File: config.mk
export PLATFORM = sky130hd
export DESIGN_NAME = trng_conditioner_flat
export DESIGN_NICKNAME = d
export VERILOG_FILES = /design/src/rtl/trng_conditioner_if.sv /design/src/rtl/trng_conditioner.sv /design/src/flat_wrapper.sv
export SDC_FILE = /design/constraint.sdc
export NUM_CORES = 1
export LEC_CHECK = 0
export ABC_AREA = 1
export CAP_MARGIN = 20
export CORE_MARGIN = 2
export CORE_UTILIZATION = 35
export CTS_CLUSTER_SIZE = 16
export DETAILED_ROUTE_END_ITERATION = 8
export PLACE_DENSITY = 0.48
export SYNTH_ARGS = -nofsm -noshare
export SYNTH_HDL_FRONTEND = slang
export SYNTH_SLANG_ARGS = --single-unit
File: constraint.sdc
create_clock -name clk -period 3.3 [get_ports clk]
set_input_delay 0.66 -clock clk [delete_from_list [all_inputs] [get_ports clk]]
set_output_delay 0.66 -clock clk [all_outputs]
set_load 0.01 [all_outputs]
File: src/rtl/trng_conditioner_if.sv
// Raw entropy input and byte-stream output handshake of the TRNG conditioner.
// The slave side is the conditioner; the master side drives entropy and consumes bytes.
interface trng_conditioner_if;
   logic       raw_bit;
   logic       raw_valid;
   logic [7:0] out_data;
   logic       out_valid;
   logic       out_ready;

   modport master (output raw_bit, raw_valid, out_ready, input out_data, out_valid);
   modport slave  (input raw_bit, raw_valid, out_ready, output out_data, out_valid);
endinterface

File: src/rtl/trng_conditioner.sv
// Von Neumann debiaser, byte packer and FWFT output FIFO behind a repetition-count
// health test on the raw entropy stream.
module trng_conditioner #(
   parameter int RCT_LIMIT  = 32,
   parameter int FIFO_DEPTH = 4
) (
   input  logic                          clk,
   input  logic                          resetn,
   trng_conditioner_if.slave             bus,
   output logic [$clog2(FIFO_DEPTH):0]   fifo_level,
   output logic                          health_fail,
   output logic                          overflow,
   input  logic                          clear_fail
);

   localparam int AW = $clog2(FIFO_DEPTH);
   localparam int LW = AW + 1;
   localparam logic [7:0]    LIMIT = 8'(RCT_LIMIT);
   localparam logic [LW-1:0] DEPTH = LW'(FIFO_DEPTH);

   logic          have_prev;
   logic          prev_bit;
   logic [7:0]    rct_cnt;
   logic [7:0]    rct_next;
   logic          hold_valid;
   logic          hold_bit;
   logic [6:0]    sr;
   logic [2:0]    pk_cnt;
   logic [7:0]    mem [FIFO_DEPTH];
   logic [AW-1:0] wr_ptr;
   logic [AW-1:0] rd_ptr;
   logic [7:0]    last_data;

   logic sample;
   logic trip;
   logic pair_en;
   logic emit;
   logic push;
   logic pop;
   logic full;
   logic push_ok;
   logic drop;
   logic [7:0] push_byte;

   // A strobe coinciding with clear_fail is discarded; a tripping bit never reaches the pair stage.
   always_comb begin
      sample = bus.raw_valid & ~clear_fail;
      if (!have_prev)
         rct_next = 8'd1;
      else if (bus.raw_bit == prev_bit)
         rct_next = (rct_cnt == LIMIT) ? LIMIT : rct_cnt + 8'd1;
      else
         rct_next = 8'd1;
      trip      = sample & ~health_fail & (rct_next == LIMIT);
      pair_en   = sample & ~health_fail & ~trip;
      emit      = pair_en & hold_valid & (hold_bit != bus.raw_bit);
      push      = emit & (pk_cnt == 3'd7);
      push_byte = {sr, hold_bit};
      pop       = bus.out_valid & bus.out_ready;
      full      = (fifo_level == DEPTH);
      push_ok   = push & (~full | pop);
      drop      = push & full & ~pop;
   end

   assign bus.out_valid = (fifo_level != '0);
   assign bus.out_data  = bus.out_valid ? mem[rd_ptr] : last_data;

   always_ff @(posedge clk) begin
      if (!resetn) begin
         have_prev   <= 1'b0;
         prev_bit    <= 1'b0;
         rct_cnt     <= 8'd0;
         health_fail <= 1'b0;
         overflow    <= 1'b0;
      end else if (clear_fail) begin
         have_prev   <= 1'b0;
         rct_cnt     <= 8'd0;
         health_fail <= 1'b0;
         overflow    <= 1'b0;
      end else begin
         if (bus.raw_valid) begin
            have_prev <= 1'b1;
            prev_bit  <= bus.raw_bit;
            rct_cnt   <= rct_next;
         end
         if (trip)
            health_fail <= 1'b1;
         if (drop)
            overflow <= 1'b1;
      end
   end

   // The held bit is the first of a pair; the packer keeps the 7 most recent corrected bits.
   always_ff @(posedge clk) begin
      if (!resetn) begin
         hold_valid <= 1'b0;
         hold_bit   <= 1'b0;
         sr         <= 7'd0;
         pk_cnt     <= 3'd0;
      end else if (clear_fail || trip) begin
         hold_valid <= 1'b0;
         pk_cnt     <= 3'd0;
      end else begin
         if (pair_en) begin
            if (hold_valid) begin
               hold_valid <= 1'b0;
            end else begin
               hold_valid <= 1'b1;
               hold_bit   <= bus.raw_bit;
            end
         end
         if (emit) begin
            sr     <= {sr[5:0], hold_bit};
            pk_cnt <= pk_cnt + 3'd1;
         end
      end
   end

   always_ff @(posedge clk) begin
      if (push_ok)
         mem[wr_ptr] <= push_byte;
   end

   // last_data tracks the displayed head so out_data holds its value once the FIFO drains.
   always_ff @(posedge clk) begin
      if (!resetn) begin
         wr_ptr     <= '0;
         rd_ptr     <= '0;
         fifo_level <= '0;
         last_data  <= 8'd0;
      end else begin
         if (bus.out_valid)
            last_data <= bus.out_data;
         if (trip) begin
            wr_ptr     <= '0;
            rd_ptr     <= '0;
            fifo_level <= '0;
         end else begin
            if (push_ok)
               wr_ptr <= wr_ptr + AW'(1);
            if (pop)
               rd_ptr <= rd_ptr + AW'(1);
            case ({push_ok, pop})
               2'b10:   fifo_level <= fifo_level + LW'(1);
               2'b01:   fifo_level <= fifo_level - LW'(1);
               default: fifo_level <= fifo_level;
            endcase
         end
      end
   end

endmodule

File: src/flat_wrapper.sv
// flat-port wrapper written by rule: the top's interface ports become plain ports
module trng_conditioner_flat 
#(
   parameter int RCT_LIMIT  = 32,
   parameter int FIFO_DEPTH = 4
)
  (clk, resetn, fifo_level, health_fail, overflow, clear_fail, bus_raw_bit, bus_raw_valid, bus_out_ready, bus_out_data, bus_out_valid);
  trng_conditioner_if bus_i ();
  input  logic clk;
  input  logic resetn;
  output logic [$clog2(FIFO_DEPTH):0] fifo_level;
  output logic health_fail;
  output logic overflow;
  input  logic clear_fail;
  input wire logic [$bits(bus_i.raw_bit)-1:0] bus_raw_bit;
  input wire logic [$bits(bus_i.raw_valid)-1:0] bus_raw_valid;
  input wire logic [$bits(bus_i.out_ready)-1:0] bus_out_ready;
  output wire logic [$bits(bus_i.out_data)-1:0] bus_out_data;
  output wire logic [$bits(bus_i.out_valid)-1:0] bus_out_valid;
  assign bus_i.raw_bit = bus_raw_bit;
  assign bus_i.raw_valid = bus_raw_valid;
  assign bus_i.out_ready = bus_out_ready;
  assign bus_out_data = bus_i.out_data;
  assign bus_out_valid = bus_i.out_valid;
  trng_conditioner #(.RCT_LIMIT(RCT_LIMIT), .FIFO_DEPTH(FIFO_DEPTH)) u_core (.clk(clk), .resetn(resetn), .bus(bus_i), .fifo_level(fifo_level), .health_fail(health_fail), .overflow(overflow), .clear_fail(clear_fail));
endmodule
== Word level (Yosys, flattened, before mapping) ==
Memory sizes are Yosys's and may differ from the RTL's. A register that Yosys moved wholly into a read port is not among the register bits.
Index checks and enable logic that the tools add are counted.

* Output and inout bits: 14
* Word-level logic and storage cells: 67
* Latch bits: 0
* Memories: 1
* Bits in registers: 39
* Memory bits (writable): 32
* Input port bits: 6
* Bits in read-only memories: 0

{| class="wikitable"
|+ Memories
! name !! depth !! width !! rd ports !! clocked after memory_dff !! write ports !! RTL line !! RTL
|-
| u_core.mem || 4 || 8 || 1 || 1 || 1 || trng_conditioner.sv:29 || <nowiki>logic [7:0] mem [FIFO_DEPTH];</nowiki>
|}

* Equality and inequality tests: 8
* Divide/modulo/power cells: 0
* Add/subtract/negate cells: 6
* Reduce and logical (&&, ||, !) cells: 9
* Magnitude comparators: 0
* Shift operators: 0
* Mux-type cells: 10
* Bitwise logic cells: 20
* Multiply operators: 0

{| class="wikitable"
|+ Operator list
! operator !! count
|-
| $mux 8 || 4
|-
| $eq 8x6->1 const B || 2
|-
| $and 1x1->1 || 11
|-
| $add 8x1->8 const B || 1
|-
| $not 1->1 || 8
|-
| $add 3x1->3 const B || 2
|-
| $eq 3x3->1 const B || 2
|-
| $pmux 3 s2 || 1
|-
| $reduce_or 2->1 || 3
|-
| $add 2x1->2 const B || 2
|-
| $mux 2 || 2
|-
| $reduce_and 2->1 || 2
|-
| $mux 1 || 3
|-
| $reduce_and 3->1 || 1
|-
| $reduce_bool 3->1 || 1
|-
| $sub 3x1->3 const B || 1
|-
| $eq 2x1->1 const B || 1
|-
| $eq 2x2->1 const B || 1
|-
| $reduce_bool 2->1 || 1
|-
| $eq 1x1->1 || 1
|-
| $logic_or 1x1->1 || 1
|-
| $ne 1x1->1 || 1
|-
| $or 1x1->1 || 1
|}

== Longest topological paths before layout ==
Gate-level depths: netlist of the first run.

* Depth after elaboration: 14
* Gate-level depth with buffers: 19
* Gate-level depth less buffers: 19

== Least setup slack after synthesis of the first run ==
No wires, ideal clock.

* Path kind: input-to-reg
* From: input bus_raw_bit
* To: register u_core.fifo_level[2]
* Slack: 0.709 ns
* Path buffers: 0
* Setup time: 0.116 ns
* Arrival: 2.475 ns
* Stages on the path: 18
* Cells stage by stage: inv_2 > nand2_2 > nand2_2 > inv_1 > nand4_1 > nand3_1 > nor2_2 > nand2_2 > nand4_1 > nor2_2 > inv_2 > ha_1 > inv_1 > fa_1 > a21oi_1 > o21ai_0 > xor2_1 > nor2_1

* Word-level cells in the longest chain between the ends: 13

{| class="wikitable"
|+ Ends and longest elaborated chain
! what !! RTL line !! RTL
|-
| from (decl) || flat_wrapper.sv:15 || <nowiki>input wire logic [$bits(bus_i.raw_bit)-1:0] bus_raw_bit;</nowiki>
|-
| $eq 1x1->1 || trng_conditioner.sv:50 || <nowiki>else if (bus.raw_bit == prev_bit)</nowiki>
|-
| $mux 8 || trng_conditioner.sv:50 ||
|-
| $mux 8 || trng_conditioner.sv:48 || <nowiki>if (!have_prev)</nowiki>
|-
| $eq 8x6->1 || trng_conditioner.sv:54 || <nowiki>trip = sample & ~health_fail & (rct_next == LIMIT);</nowiki>
|-
| $and 1x1->1 || trng_conditioner.sv:54 ||
|-
| $not 1->1 || trng_conditioner.sv:55 || <nowiki>pair_en = sample & ~health_fail & ~trip;</nowiki>
|-
| $and 1x1->1 || trng_conditioner.sv:55 ||
|-
| $and 1x1->1 (2 in a row) || trng_conditioner.sv:56 || <nowiki>emit = pair_en & hold_valid & (hold_bit != bus.raw_bit);</nowiki>
|-
| $and 1x1->1 || trng_conditioner.sv:57 || <nowiki>push = emit & (pk_cnt == 3'd7);</nowiki>
|-
| $and 1x1->1 || trng_conditioner.sv:61 || <nowiki>push_ok = push & (~full | pop);</nowiki>
|-
| $eq 2x1->1 / $eq 2x2->1 (equally long branches) || trng_conditioner.sv:143 || <nowiki>case ({push_ok, pop})</nowiki>
|-
| $pmux 3 s2 / $reduce_bool 2->1 (equally long branches) || - ||
|-
| to (signal assigned) || trng_conditioner.sv:144 || <nowiki>2'b10: fifo_level <= fifo_level + LW'(1);</nowiki>
|-
| to (signal assigned) || trng_conditioner.sv:145 || <nowiki>2'b01: fifo_level <= fifo_level - LW'(1);</nowiki>
|-
| to (signal assigned) || trng_conditioner.sv:146 || <nowiki>default: fifo_level <= fifo_level;</nowiki>
|-
| to (decl) || trng_conditioner.sv:10 || <nowiki>output logic [$clog2(FIFO_DEPTH):0] fifo_level,</nowiki>
|}

Parallel ways exist; a longest one is shown, timed or not.
A chain may end at the register's enable or synchronous reset.

==> flow_summary_export.csv, run 1 <==
group,metric,value,unit
sta,drv_slew,0,
critical_path,path_cells,"inv_1, nor2_1, o32ai_1, nand2_1, nand2_1, clkdlybuf4s50_1",
job,drv_cap,0,
sta,fmax,343.7,MHz
run_status,outcome,"finished clean",
synth,synth_edf_count,32,
synth,synth-simple-area-share,21.09,%
critical_path,slowest_stage,"clkdlybuf4s50_1",
synth,ys_warn_count,0,
die,io-pin-count,20,
synth,synth_top_area_share,29.99,%
synth,synth_area,0.003204,mm^2
critical_path,cp-start-kind,"flip-flop",
synth,synth.most_common_cell,"nand2_1",
detailed_routing,drt-initial-drc-count,96,
synth,synth.area.top_cells,"edfxtp_1, dfxtp_1, nand2_1",
die,initial_utilization,36.39,%
sta,period_share,88.16,%
synth,synth_ff_type,"dfxtp_1",
synth,yosys-top-cells-count,"nand2_1, nor2_1, dfxtp_1",
placed_design,portBuffers,19,
synth,muxShareOfSynthArea,0,%
detailed_routing,wl_per_cell,12.09,um
die,fp-row-count,34,
placed_design,place_congestion,0.8345,
synth,avgSynthCellArea,8.926,um^2
grt,grt_usage,13.43,%
synth,ys_ff_latch,73,
clock_tree,root_buffer,"clkbuf_8",
detailed_routing,via_per_inst,4.690,
power,vdd_drop_max,0.0002039,V
synth,yosys.area_share.adder,4.139,%
layout,nFillCells,895,
sta,finalSetupTns,0,ns
grt,grt_pass1_vias,2244,
critical_path,worstSetupPathType,"flip-flop to output port",
detailed_routing,firstDrtPassIters,4,
min_path,hp-class,"flip-flop to flip-flop",
die,dieArea,0.009936,mm^2
layout,drive_above_1_share,11.87,%
die,core_area,0.008806,mm^2
detailed_routing,drt-total-wl,6.093,mm
clock_tree,cts.hold.buffers_added,0,
grt,grt_pass1_wl,10.36,mm
layout,fin_nets,407,
sta,clock_skew,0.01089,ns
sta,worst_slew_margin_rel,58.45,%
placed_design,pre_cts_ws,0.01807,ns
grt,grt_overflow,0,
sta,setup_viol,0,
clock_tree,cts.sinks,73,
power,power_leakage,1.437,nW
detailed_routing,vias,2364,
sta,worst_slack,0.3908,ns
sta,period_needed,2.909,ns
clock_tree,postCtsSetupBuffers,0,
detailed_routing,antenna_left,0,
clock_tree,cts_resized,0,
synth,syn_inst,359,
clock_tree,clockBufferDepth,2,
critical_path,cp.arrival,2.25,ns
synth,yosys.area_share.xor_xnor,1.093,%
die,die_h,99.68,um
synth,syn_nets,375,
synth,yosysTopAreaCell,"edfxtp_1",
critical_path,crit_fanout,16,
synth,ys_async_sr_fraction,0,%
clock_tree,cts.reportedPaths.clkPinSlew,0.08,ns
clock_tree,cts_buffers,9,
synth,synth_compound_gate_area_share,11.60,%
detailed_routing,drc,0,
sta,worstMarginPinSlew,0.6209,ns
layout,diodes,0,
grt,antenna_found_initial,0,
sta,grt_setup_unrepaired,"false",
critical_path,cp.required,2.64,ns
synth,synthDistinctLibCells,28,
critical_path,max_stage_delay,0.52,ns
critical_path,end_kind,"output port",
placed_design,dp_hpwl,4.372,mm
critical_path,path_common_cell,"nand2_1",
clock_tree,cts_tree,"yes",
clock_tree,insertion_delay,0.34,ns
grt,grt_max_degree,18,
die,die_w,99.68,um
sta,hold_violations,0,
synth,synth_top_family_by_area,"simple AND/OR/NAND/NOR gates",
clock_tree,cts_max_level,3,
synth,ys_seq_area_share,55.60,%
power,power_density,467.4,mW/mm^2
layout,areaGrowthSynthToFinish,17.92,%
-- critical path, delay by kind of cell (launching register included) --
| kind | cells | cell delay, ns |
|---|---|---|
| AO/OA/AOI/OAI | 1 | 0.33 |
| buffers and inverters | 2 | 0.92 |
| flip-flops | 1 | 0.37 |
| AND/OR/NAND/NOR | 3 | 0.29 |
-- cell type report --
class	count	area [um^2]	area share (%)
clock buffers	10	127.6	3.377
clock inverters	6	92.59	2.450
inverters	43	161.4	4.272
multi-input cells	235	1215	32.15
flip-flops and latches	73	1782	47.15
well taps	108	135.1	3.576
repair buffers	29	265.3	7.020
-- flip-flops by register name, indices dropped and copies added (netlist names), named ones only --
signal and count:
u_core.health_fail 1, u_core.last_data 8, u_core.have_prev 1, u_core.rct_cnt 8, u_core.prev_bit 1, u_core.wr_ptr 2
u_core.hold_bit 1, u_core.mem 32, u_core.hold_valid 1, u_core.rd_ptr 2, u_core.fifo_level 3, u_core.pk_cnt 3
u_core.overflow 1, u_core.sr 7
-- worst paths after layout --
kind | start | to | slack (ns) | cells past startpoint
hold / removal | u_core.hold_valid$_SDFFE_PP0P_ | u_core.hold_valid$_SDFFE_PP0P_ | 0.47 | 2
setup reg to reg | u_core.rct_cnt[1]$_SDFFE_PP0P_ | u_core.fifo_level[2]$_SDFFE_PP0P_ | 0.60 | 18
hold reg to reg | u_core.hold_valid$_SDFFE_PP0P_ | u_core.hold_valid$_SDFFE_PP0P_ | 0.47 | 2
setup / recovery | flip-flop | bus_out_data[0] | 0.39 | 6
-- logic make-up after synthesis --
kind of cell	Yosys count
simple gates	154
buf+inv	51
fa+ha+maj	10
flops	73
compound gates	67
xor+xnor	4
-- power by group --
| group | switching (W) | internal [W] | total (W) |
|---|---|---|---|
| clock | 0.000338 | 0.000428 | 0.000766 |
| sequential | 0.00000724 | 0.000940 | 0.000947 |
| combinational | 0.0000326 | 0.0000196 | 0.0000523 |
| total | 0.000378 | 0.00139 | 0.00177 |
-- layout by cell type, fill, tap and decap left out, types with 4 or more instances in the layout --
master | netlist | final
buf_4 | 0 | 10
o21ai_0 | 18 | 18
dfxtp_1 | 41 | 41
clkdlybuf4s50_1 | 0 | 19
a21oi_1 | 37 | 37
nand3_1 | 14 | 14
nor2_1 | 47 | 47
nand2_1 | 67 | 67
o32ai_1 | 8 | 8
nand2_2 | 7 | 7
clkinv_1 | 4 | 4
nand4_1 | 6 | 6
edfxtp_1 | 32 | 32
ha_1 | 9 | 9
clkbuf_8 | 0 | 9
nor2_2 | 9 | 9
inv_1 | 36 | 36
-- layer usage --
metal	up-vias	part of all wire [%]	GRT usage, %
met2	39	48	22.19
met5	-	0	0
met3	7	3.9	4.708
li1	1255	-	-
met4	0	1.3	4.004
met1	1063	47	16.58
-- stage by stage --
step | cells | area (um^2) | hold WS (ns) | utilization [%] | power [W]
5_1_grt | 504 | 3779 | 0.4925 | 42.91 | 0.001835
3_3_place_gp | 488 | 3558 | 0.4567 | 40.41 | 0.001022
3_5_place_dp | 488 | 3558 | 0.4573 | 40.41 | 0.001021
2_1_floorplan | 359 | 3204 | 0.4439 | - | 0.001001
6_report | 504 | 3779 | 0.4669 | 42.91 | 0.001766
4_1_cts | 504 | 3779 | 0.4699 | 42.91 | 0.001796
(Power assumes the default switching activity.)
==> run 2, diff against run 1 <==
TNS_END_PERCENT = 20   (was default)
==> results of run 2 <==
No change in the layout: final DEF, timing and power equal those of run 1.
==> run 3, diff against run 2 <==
CORE_MARGIN = 8   (was 2)
SLEW_MARGIN = 10   (was default)
==> run 3 against run 2 <==
Critical path depth is the same. Highest routed layer unchanged. Largest cell class unchanged. Global-route usage down 2.4 points. Cell area up 0.70%.
==> flow_summary_export.csv, run 3 (same netlist as run 1, synthesis figures left out) <==
group,metric,value,unit
grt,grt_overflow,0,
sta,clock_skew,0.009596,ns
detailed_routing,drt-total-wl,6.427,mm
power,power_density,480.2,mW/mm^2
sta,finalSetupTns,0,ns
sta,drv_slew,0,
clock_tree,root_buffer,"clkbuf_8",
detailed_routing,wl_per_cell,12.65,um
placed_design,portBuffers,19,
die,die_h,111.7,um
sta,hold_violations,0,
grt,grt_max_degree,18,
sta,fmax,343.8,MHz
critical_path,reg2reg_from,"u_core.rct_cnt[1]$_SDFFE_PP0P_",
layout,largest_reg_flops,32,
layout,diodes,0,
detailed_routing,vias,2364,
clock_tree,cts_buffers,9,
die,dieArea,0.01247,mm^2
die,fp-row-count,35,
die,die_w,111.7,um
placed_design,dp_hpwl,4.605,mm
clock_tree,clockBufferDepth,2,
critical_path,worstSetupPathType,"flip-flop to output port",
die,initial_utilization,35.35,%
clock_tree,cts_tree,"yes",
layout,nFillCells,911,
min_path,whs_path_depth,2,
detailed_routing,firstDrtPassIters,4,
critical_path,cp.required,2.64,ns
critical_path,crit_fanout,16,
clock_tree,cts.hold.buffers_added,0,
sta,worstMarginPinSlew,0.5598,ns
grt,grt_pass1_wl,11.00,mm
die,io-pin-count,20,
layout,final_common_cell,"nand2_1",
clock_tree,cts_resized,0,
critical_path,ff2ff_setup_slack,0.60,ns
critical_path,reg2reg_to,"u_core.fifo_level[2]$_SDFFE_PP0P_",
power,power_leakage,1.455,nW
grt,antenna_found_initial,0,
critical_path,max_stage_delay,0.53,ns
sta,period_needed,2.909,ns
min_path,worstHoldEndpoint,"u_core.pk_cnt[1]$_SDFFE_PP0N_",
min_path,hp-class,"flip-flop to flip-flop",
critical_path,path_cells,"inv_1, nor2_1, o32ai_1, nand2_1, nand2_1, clkdlybuf4s50_1",
die,core_area,0.009065,mm^2
layout,regMostFlops,"u_core.mem",
layout,reg_top3,"u_core.mem x32, u_core.last_data x8, u_core.rct_cnt x8",
layout,fin_nets,408,
critical_path,slowest_stage,"clkdlybuf4s50_1",
critical_path,path_common_cell,"nand2_1",
layout,final_cell_mix,"nand2_1, nor2_1, dfxtp_1, a21oi_1, inv_1",
clock_tree,cts.reportedPaths.clkPinSlew,0.07,ns
placed_design,place_congestion,0.8449,
sta,grt_setup_unrepaired,"false",
critical_path,cp-start-kind,"flip-flop",
sta,period_share,88.14,%
layout,areaGrowthSynthToFinish,18.74,%
sta,worst_slew_margin_rel,62.54,%
layout,drive_above_1_share,12.09,%
run_status,outcome,"finished clean",
placed_design,placedInstanceArea,0.003570,mm^2
grt,grt_usage,11.05,%
detailed_routing,antenna_left,0,
critical_path,end_kind,"output port",
detailed_routing,drc,0,
critical_path,rr_worst_depth,18,
clock_tree,insertion_delay,0.34,ns
min_path,holdCritStartpoint,"u_core.pk_cnt[1]$_SDFFE_PP0N_",
sta,setup_viol,0,
power,power,0.001827,W
clock_tree,postCtsSetupBuffers,0,
critical_path,cp.arrival,2.25,ns
job,drv_cap,0,
detailed_routing,via_per_inst,4.654,
clock_tree,cts.sinks,73,
clock_tree,cts_max_level,3,
detailed_routing,drt-initial-drc-count,86,
power,vdd_drop_max,0.0001617,V
layout,final_area,0.003805,mm^2
grt,grt_pass1_vias,2336,
## run 3: cell types whose count changed in the layout (fill, tap and decap cells not counted)
cell	delta
clkinvlp_4	-1
buf_4	+1
clkinv_2	+2
bufinv_16	+1
clkinv_4	-2
## run 3: per-layer routing
| layer | wire length, um | track usage [%] | vias to the layer above | part of all wire (%) |
|---|---|---|---|---|
| met5 | 0 | 0 | - | 0 |
| met2 | 2901 | 17.65 | 39 | 45 |
| met3 | 337 | 3.301 | 9 | 5.2 |
| li1 | - | - | 1252 | - |
| met4 | 98 | 5.469 | 0 | 1.5 |
| met1 | 3090 | 13.27 | 1064 | 48 |
## run 3: worst max path at each step
stage / start / to / slack, ns / cells after the start
floorplan: bus_raw_bit / u_core.fifo_level[2]$_SDFFE_PP0P_ / 0.71 / 18
global placement: bus_raw_bit / u_core.fifo_level[2]$_SDFFE_PP0P_ / 0.10 / 18
detailed placement: bus_raw_bit / u_core.fifo_level[2]$_SDFFE_PP0P_ / 0.05 / 18
CTS: flip-flop / bus_out_data[3] / 0.38 / 6
global route: flip-flop / bus_out_data[1] / 0.13 / 6
finish: flip-flop / bus_out_data[3] / 0.39 / 6
## run 3: layout make-up
type	instances	area, um^2	share of cell area, %
Multi-Input combinational cell	235	1215	31.93
Timing Repair Buffer	30	272.8	7.169
Inverter	43	161.4	4.242
Clock inverter	6	107.6	2.828
Tap cell	111	138.9	3.650
Sequential cell	73	1782	46.83
Clock buffer	10	127.6	3.354
## run 3: metrics by stage
stage	hold WS (ns)	instances	worst slack (ns)	utilization, %
final	0.4721	508	0.3912	41.97
after global routing	0.4919	508	0.1341	41.97
after CTS	0.4738	508	0.3780	41.97
after detailed placement	0.4624	492	0.05083	39.38
after global placement	0.4565	492	0.1037	39.38
after floorplan	0.4439	359	0.7095	-
## run 3: critical path: cells and delay by family (launching register included)
family	cells	cell delay [ns]
AO/OA/AOI/OAI	1	0.34
flip-flops	1	0.36
AND/OR/NAND/NOR	3	0.28
buffers and inverters	2	0.94
## run 3: power breakdown
part	internal [W]	leakage, nW	switching, W	total [W]
Sequential	0.000940	0.652	0.00000718	0.000948
Combinational	0.0000204	0.687	0.0000331	0.0000535
Clock	0.000500	0.116	0.000326	0.000826
Total	0.00146	1.45	0.000366	0.00183
